## config.mk

```make
export PLATFORM = sky130hd
export DESIGN_NAME = logic_op_sweeper
export DESIGN_NICKNAME = d
export VERILOG_FILES = /design/src/rtl/logic_op_sweeper_pkg.sv /design/src/rtl/logic_op_sweeper_hold_timer.sv /design/src/rtl/logic_op_sweeper.sv
export SDC_FILE = /design/constraint.sdc
export NUM_CORES = 1
export LEC_CHECK = 0
export ABC_AREA = 1
export CAP_MARGIN = 20
export CORE_UTILIZATION = 36
export CTS_BUF_LIST = sky130_fd_sc_hd__clkbuf_4 sky130_fd_sc_hd__clkbuf_8
export DETAILED_ROUTE_END_ITERATION = 7
export PLACE_DENSITY = 0.65
export SLEW_MARGIN = 10
export SYNTH_ARGS = -nofsm -noshare
export SYNTH_HDL_FRONTEND = slang
export SYNTH_SLANG_ARGS = --single-unit
```

## constraint.sdc

```tcl
create_clock -name clk -period 2.7 [get_ports clk]
set_clock_uncertainty 0.1 [all_clocks]
set_input_delay 0.27 -clock clk [delete_from_list [all_inputs] [get_ports clk]]
set_output_delay 0.27 -clock clk [all_outputs]
set_load 0.01 [all_outputs]
```

## src/rtl/logic_op_sweeper_pkg.sv

```systemverilog
// Shared constants for the logic-unit sweeper: FSM encodings, op selects
// and the truth table a correct logic unit must produce.
package logic_op_sweeper_pkg;

  localparam logic [1:0] S_IDLE   = 2'd0;
  localparam logic [1:0] S_DRIVE  = 2'd1;
  localparam logic [1:0] S_SAMPLE = 2'd2;
  localparam logic [1:0] S_DONE   = 2'd3;

  // Select encoding {chave1, chave2} understood by the logic unit.
  typedef enum logic [1:0] {
    OP_AND  = 2'b00,
    OP_NAND = 2'b01,
    OP_OR   = 2'b10,
    OP_NOR  = 2'b11
  } op_e;

  localparam logic [15:0] GOLDEN_TABLE = 16'h1E78;
  localparam logic [3:0]  IDX_LAST     = 4'd15;

endpackage

```

## src/rtl/logic_op_sweeper_hold_timer.sv

```systemverilog
// Loadable 4-bit down-counter setting how long each combination is driven.
module hold_timer (
  input  logic       clk,
  input  logic       reset,
  input  logic       load,
  input  logic       en,
  input  logic [3:0] value,
  output logic       expired
);

  logic [3:0] count;

  // NOTE: sequential state uses non-blocking assignments so every register
  // samples its inputs from the same pre-edge values.
  always_ff @(posedge clk) begin
    if (reset)                    count <= 4'd0;
    else if (load)                count <= value;
    else if (en && count != 4'd0) count <= count - 4'd1;
  end

  // The last DRIVE cycle is the one that sees a count of 1.
  assign expired = (count == 4'd1);

endmodule

```

## src/rtl/logic_op_sweeper.sv

```systemverilog
// Walks all 16 select/operand combinations through an external logic unit,
// captures its output into a truth table and flags any golden mismatch.
module logic_op_sweeper
  import logic_op_sweeper_pkg::*;
#(
  parameter int unsigned HOLD_CYCLES = 1
) (
  input  logic        clk,
  input  logic        reset,
  input  logic        start,
  input  logic        y,
  output logic        a,
  output logic        b,
  output logic        chave1,
  output logic        chave2,
  output logic        busy,
  output logic        done,
  output logic [15:0] table_out,
  output logic        err
);

  if (HOLD_CYCLES < 1 || HOLD_CYCLES > 15) begin : g_bad_hold
    $error("HOLD_CYCLES must be in 1..15");
  end

  logic [1:0] state;
  logic [3:0] idx;
  logic [3:0] sel;
  logic       timer_load;
  logic       timer_expired;

  // Reload on sweep start and on every SAMPLE that moves on to a new index.
  assign timer_load = (state == S_IDLE && start) ||
                      (state == S_SAMPLE && idx != IDX_LAST);

  hold_timer u_hold_timer (
    .clk     (clk),
    .reset   (reset),
    .load    (timer_load),
    .en      (state == S_DRIVE),
    .value   (4'(HOLD_CYCLES)),
    .expired (timer_expired)
  );

  // NOTE: table_out is a plain 16-bit register, not a memory, so it is reset
  // along with the rest of the state.
  always_ff @(posedge clk) begin
    if (reset) begin
      state     <= S_IDLE;
      idx       <= 4'd0;
      sel       <= 4'd0;
      busy      <= 1'b0;
      done      <= 1'b0;
      table_out <= 16'd0;
      err       <= 1'b0;
    end else begin
      done <= 1'b0;
      case (state)
        S_IDLE: begin
          if (start) begin
            table_out <= 16'd0;
            err       <= 1'b0;
            idx       <= 4'd0;
            sel       <= 4'd0;
            busy      <= 1'b1;
            state     <= S_DRIVE;
          end
        end
        S_DRIVE: begin
          if (timer_expired) state <= S_SAMPLE;
        end
        S_SAMPLE: begin
          // y reflects sel == idx here; the write uses the pre-increment index.
          table_out[idx] <= y;
          if (idx == IDX_LAST) begin
            sel   <= 4'd0;
            busy  <= 1'b0;
            done  <= 1'b1;
            state <= S_DONE;
          end else begin
            idx   <= idx + 4'd1;
            sel   <= idx + 4'd1;
            state <= S_DRIVE;
          end
        end
        default: begin
          err   <= (table_out != GOLDEN_TABLE);
          state <= S_IDLE;
        end
      endcase
    end
  end

  assign chave1 = sel[3];
  assign chave2 = sel[2];
  assign a      = sel[1];
  assign b      = sel[0];

endmodule
```

==> run_results.csv <==
group,metric,value,unit
placed_design,port_buffers,26,
global_route,number_of_antenna_violations_at_the_first_check_in_global_routing,0,
detailed_routing,post_drt_wl_per_cell,11.31,um
global_route,grt.overflow.total,0,
synth,synth-simple-area-share,0.3046,
outcome,run_status,"finished, final reports clean",
power,cellPowerDensity,643.5,mW/mm^2
synth,synth.mux.area_fraction,0,
final_layout,finalNetCount,294,
cts,root_buffer,"sky130_fd_sc_hd__clkbuf_8",
final_layout,antenna_cells,0,
timing,post-route-min-period,1952,ps
final_layout,final_cell_area,0.002093,sq mm
final_layout,multi_input_area,883.3,sq um
cts,cts.reportedPaths.clkPinSlew,70,ps
cts,htree_num_levels,2,
detailed_routing,routed_vias,1625,
timing,timing_max_transition_violations_final,0,
cts,cts_tree,"done",
critical_path,required,2760,ps
floorplan,core.rowCount,24,
cts,cts_num_sinks,33,
placed_design,placement.cell_area,0.001992,sq mm
synth,synth-compound-area-share,0.1402,
power,power_leakage,0.8272,nW
timing,finalHoldViolCount,0,
power,max-vdd-ir-drop,0.3129,mV
cts,clkLatencyLatePin,290,ps
cts,post_cts.resized_instances,0,
detailed_routing,drt_pre_antenna_iters,6,
floorplan,io_pins,27,
detailed_routing,drcViolationCount,0,
synth,synth_fa_ha_area_frac,0.06574,
synth,syn_nets,267,
synth,avgSynthCellArea,6.744,sq um
timing,clock.fmax,0.5123,GHz
floorplan,die_h,70.98,um
synth,post_synth_inst_count,254,
timing,setup_violations,0,
floorplan,fp.dieArea,0.005038,sq mm
detailed_routing,routed_wl,3779,um
worst_hold_path,holdCritPathClass,"reg -> reg",
synth,synth.distinct_cells,21,
cts,cts_hold_buffers,0,
final_layout,seqCellArea,660.6,sq um
global_route,grt_start_max_net_pins,20,
critical_path,worstReg2RegStart,"state[0]",
cts,cts_inserted_buffers,5,
placed_design,gp_congestion,0.8644,
timing,fin_crit_sh,0.7230,
detailed_routing,final_antenna_net_count,0,
critical_path,setup.worst_path.start,"state[0]",
run,cap_violations,0,
synth,synth.cell_area,0.001713,sq mm
synth,ys_seq_elements,33,
critical_path,arrival,2020,ps
critical_path,setup.worst_path.end_class,"flip-flop",
timing,grt_setup_unrepaired,"false",
placed_design,detailed_place_hpwl,2759,um
cts,cts_max_path_buffers,2,
synth,synth_sequential_area_ratio,0.3857,
floorplan,initial_utilization,0.3828,
final_layout,drive_above_1_share,0.05319,
detailed_routing,vias_per_cell,4.865,
detailed_routing,drt_iter0_markers,63,
worst_hold_path,hold_path.startpoint,"sel[2]",
global_route,grt_first_pass_wirelength,6582,um
global_route,grtUsageTotal,0.1678,
synth,yosys_warnings,0,
synth,synthXorXnorAreaFrac,0.005113,
floorplan,core-area,0.004474,sq mm
global_route,first_global_vias,1462,
critical_path,critical_path_class,"reg -> reg",
final_layout,area_delta_synth_final,22.21,%
critical_path,start_kind,"flip-flop",
synth,synth_top_family_by_area,"simple AND/OR/NAND/NOR gates",
timing,worstMarginPinSlew,525.9,ps
cts,postCtsSetupBuffers,0,
final_layout,nFillCells,469,
timing,slew_headroom,0.6483,
timing,timing.setup.tns,0,ps
critical_path,worst-path-max-fanout,19,
floorplan,die_width,70.98,um
-- synth_stat cells --
library cell | instances | share of area
sky130_fd_sc_hd__a21oi_1 | 30 | 0.088
sky130_fd_sc_hd__a21oi_2 | 1 | 0.0051
sky130_fd_sc_hd__buf_2 | 1 | 0.0029
sky130_fd_sc_hd__buf_4 | 1 | 0.0044
sky130_fd_sc_hd__buf_6 | 3 | 0.020
sky130_fd_sc_hd__clkbuf_1 | 2 | 0.0044
sky130_fd_sc_hd__dfxtp_1 | 33 | 0.39
sky130_fd_sc_hd__ha_1 | 9 | 0.066
sky130_fd_sc_hd__inv_1 | 29 | 0.064
sky130_fd_sc_hd__inv_4 | 1 | 0.0037
sky130_fd_sc_hd__nand2_1 | 82 | 0.18
sky130_fd_sc_hd__nand2_2 | 1 | 0.0037
sky130_fd_sc_hd__nand3_1 | 16 | 0.047
sky130_fd_sc_hd__nand4_1 | 2 | 0.0073
sky130_fd_sc_hd__nor2_1 | 26 | 0.057
sky130_fd_sc_hd__nor2_4 | 1 | 0.0066
sky130_fd_sc_hd__o21ai_0 | 12 | 0.035
sky130_fd_sc_hd__o21ai_1 | 1 | 0.0029
sky130_fd_sc_hd__o21ai_4 | 1 | 0.0095
sky130_fd_sc_hd__or2_2 | 1 | 0.0037
sky130_fd_sc_hd__xor2_1 | 1 | 0.0051
-- cells in the final DEF (no fill, tap or decap) --
cell / count
sky130_fd_sc_hd__nand2_1: 82
sky130_fd_sc_hd__dfxtp_1: 33
sky130_fd_sc_hd__a21oi_1: 30
sky130_fd_sc_hd__inv_1: 29
sky130_fd_sc_hd__nor2_1: 26
sky130_fd_sc_hd__clkdlybuf4s50_1: 26
sky130_fd_sc_hd__nand3_1: 16
sky130_fd_sc_hd__o21ai_0: 12
sky130_fd_sc_hd__ha_1: 9
sky130_fd_sc_hd__clkbuf_8: 7
sky130_fd_sc_hd__nand4_1: 2
sky130_fd_sc_hd__inv_4: 1
sky130_fd_sc_hd__o21ai_4: 1
sky130_fd_sc_hd__nand2_2: 1
sky130_fd_sc_hd__nor2_4: 1
sky130_fd_sc_hd__a21oi_2: 1
sky130_fd_sc_hd__o21ai_1: 1
sky130_fd_sc_hd__xor2_1: 1
sky130_fd_sc_hd__or2_2: 1
sky130_fd_sc_hd__clkinv_2: 1
sky130_fd_sc_hd__buf_4: 1
-- flip-flops by register name (all words and copies together) (netlist names) --
register            count
idx                     4
done                    1
state                   2
err                     1
table_out              16
busy                    1
u_hold_timer.count      4
sel                     4
-- final timing paths --
check / end / slack, ps / cells after the start
max: idx[3] / 750 / 7
min: sel[2] / 360 / 2
max reg2reg: idx[3] / 750 / 7
min reg2reg: sel[2] / 360 / 2
-- critical path: stages (launching register included) --
cell                      delay, ps
sky130_fd_sc_hd__dfxtp_1        340
sky130_fd_sc_hd__inv_1          100
sky130_fd_sc_hd__ha_1           390
sky130_fd_sc_hd__inv_4          110
sky130_fd_sc_hd__o21ai_4        390
sky130_fd_sc_hd__nand2_1        180
sky130_fd_sc_hd__a21oi_1        170
sky130_fd_sc_hd__nor2_1          50
-- per-layer routing --
layer | GRT usage | up-vias | routed length, um
met5 | 0 | - | 0
met4 | 0.06000 | 0 | 36
met3 | 0.04701 | 4 | 202
met2 | 0.2575 | 36 | 1695
met1 | 0.2261 | 735 | 1845
li1 | - | 850 | -
-- power breakdown --
group	switching [mW]	total (mW)	internal, mW
Sequential	0.0272	0.548	0.521
Combinational	0.254	0.392	0.138
Clock	0.177	0.407	0.230
Total	0.458	1.35	0.889
-- stage by stage --
stage	total power [mW]	worst slack (ps)	std cells	util	hold slack, ps
after floorplan	0.8636	1236	254	-	334.9
after global placement	0.9417	842.1	326	0.4452	356.3
after detailed placement	0.9495	752.6	326	0.4452	358.9
after CTS	1.363	739.6	334	0.4678	371.0
after global routing	1.449	526.0	334	0.4678	382.6
final	1.347	747.9	334	0.4678	364.8
-- logic make-up after synthesis --
| kind of cell | Yosys count |
|---|---|
| simple gates | 129 |
| compound gates | 45 |
| buf+inv | 37 |
| flops | 33 |
| fa+ha+maj | 9 |
| xor+xnor | 1 |
-- layout make-up --
cell class	count	area share
tap	52	0.03108
timing repair buffer	27	0.1279
multi-input combinational	184	0.4220
clock inverter	1	0.002391
inverter	30	0.05499
clock buffer	7	0.04603
sequential	33	0.3156
(Power assumes the default switching activity.)
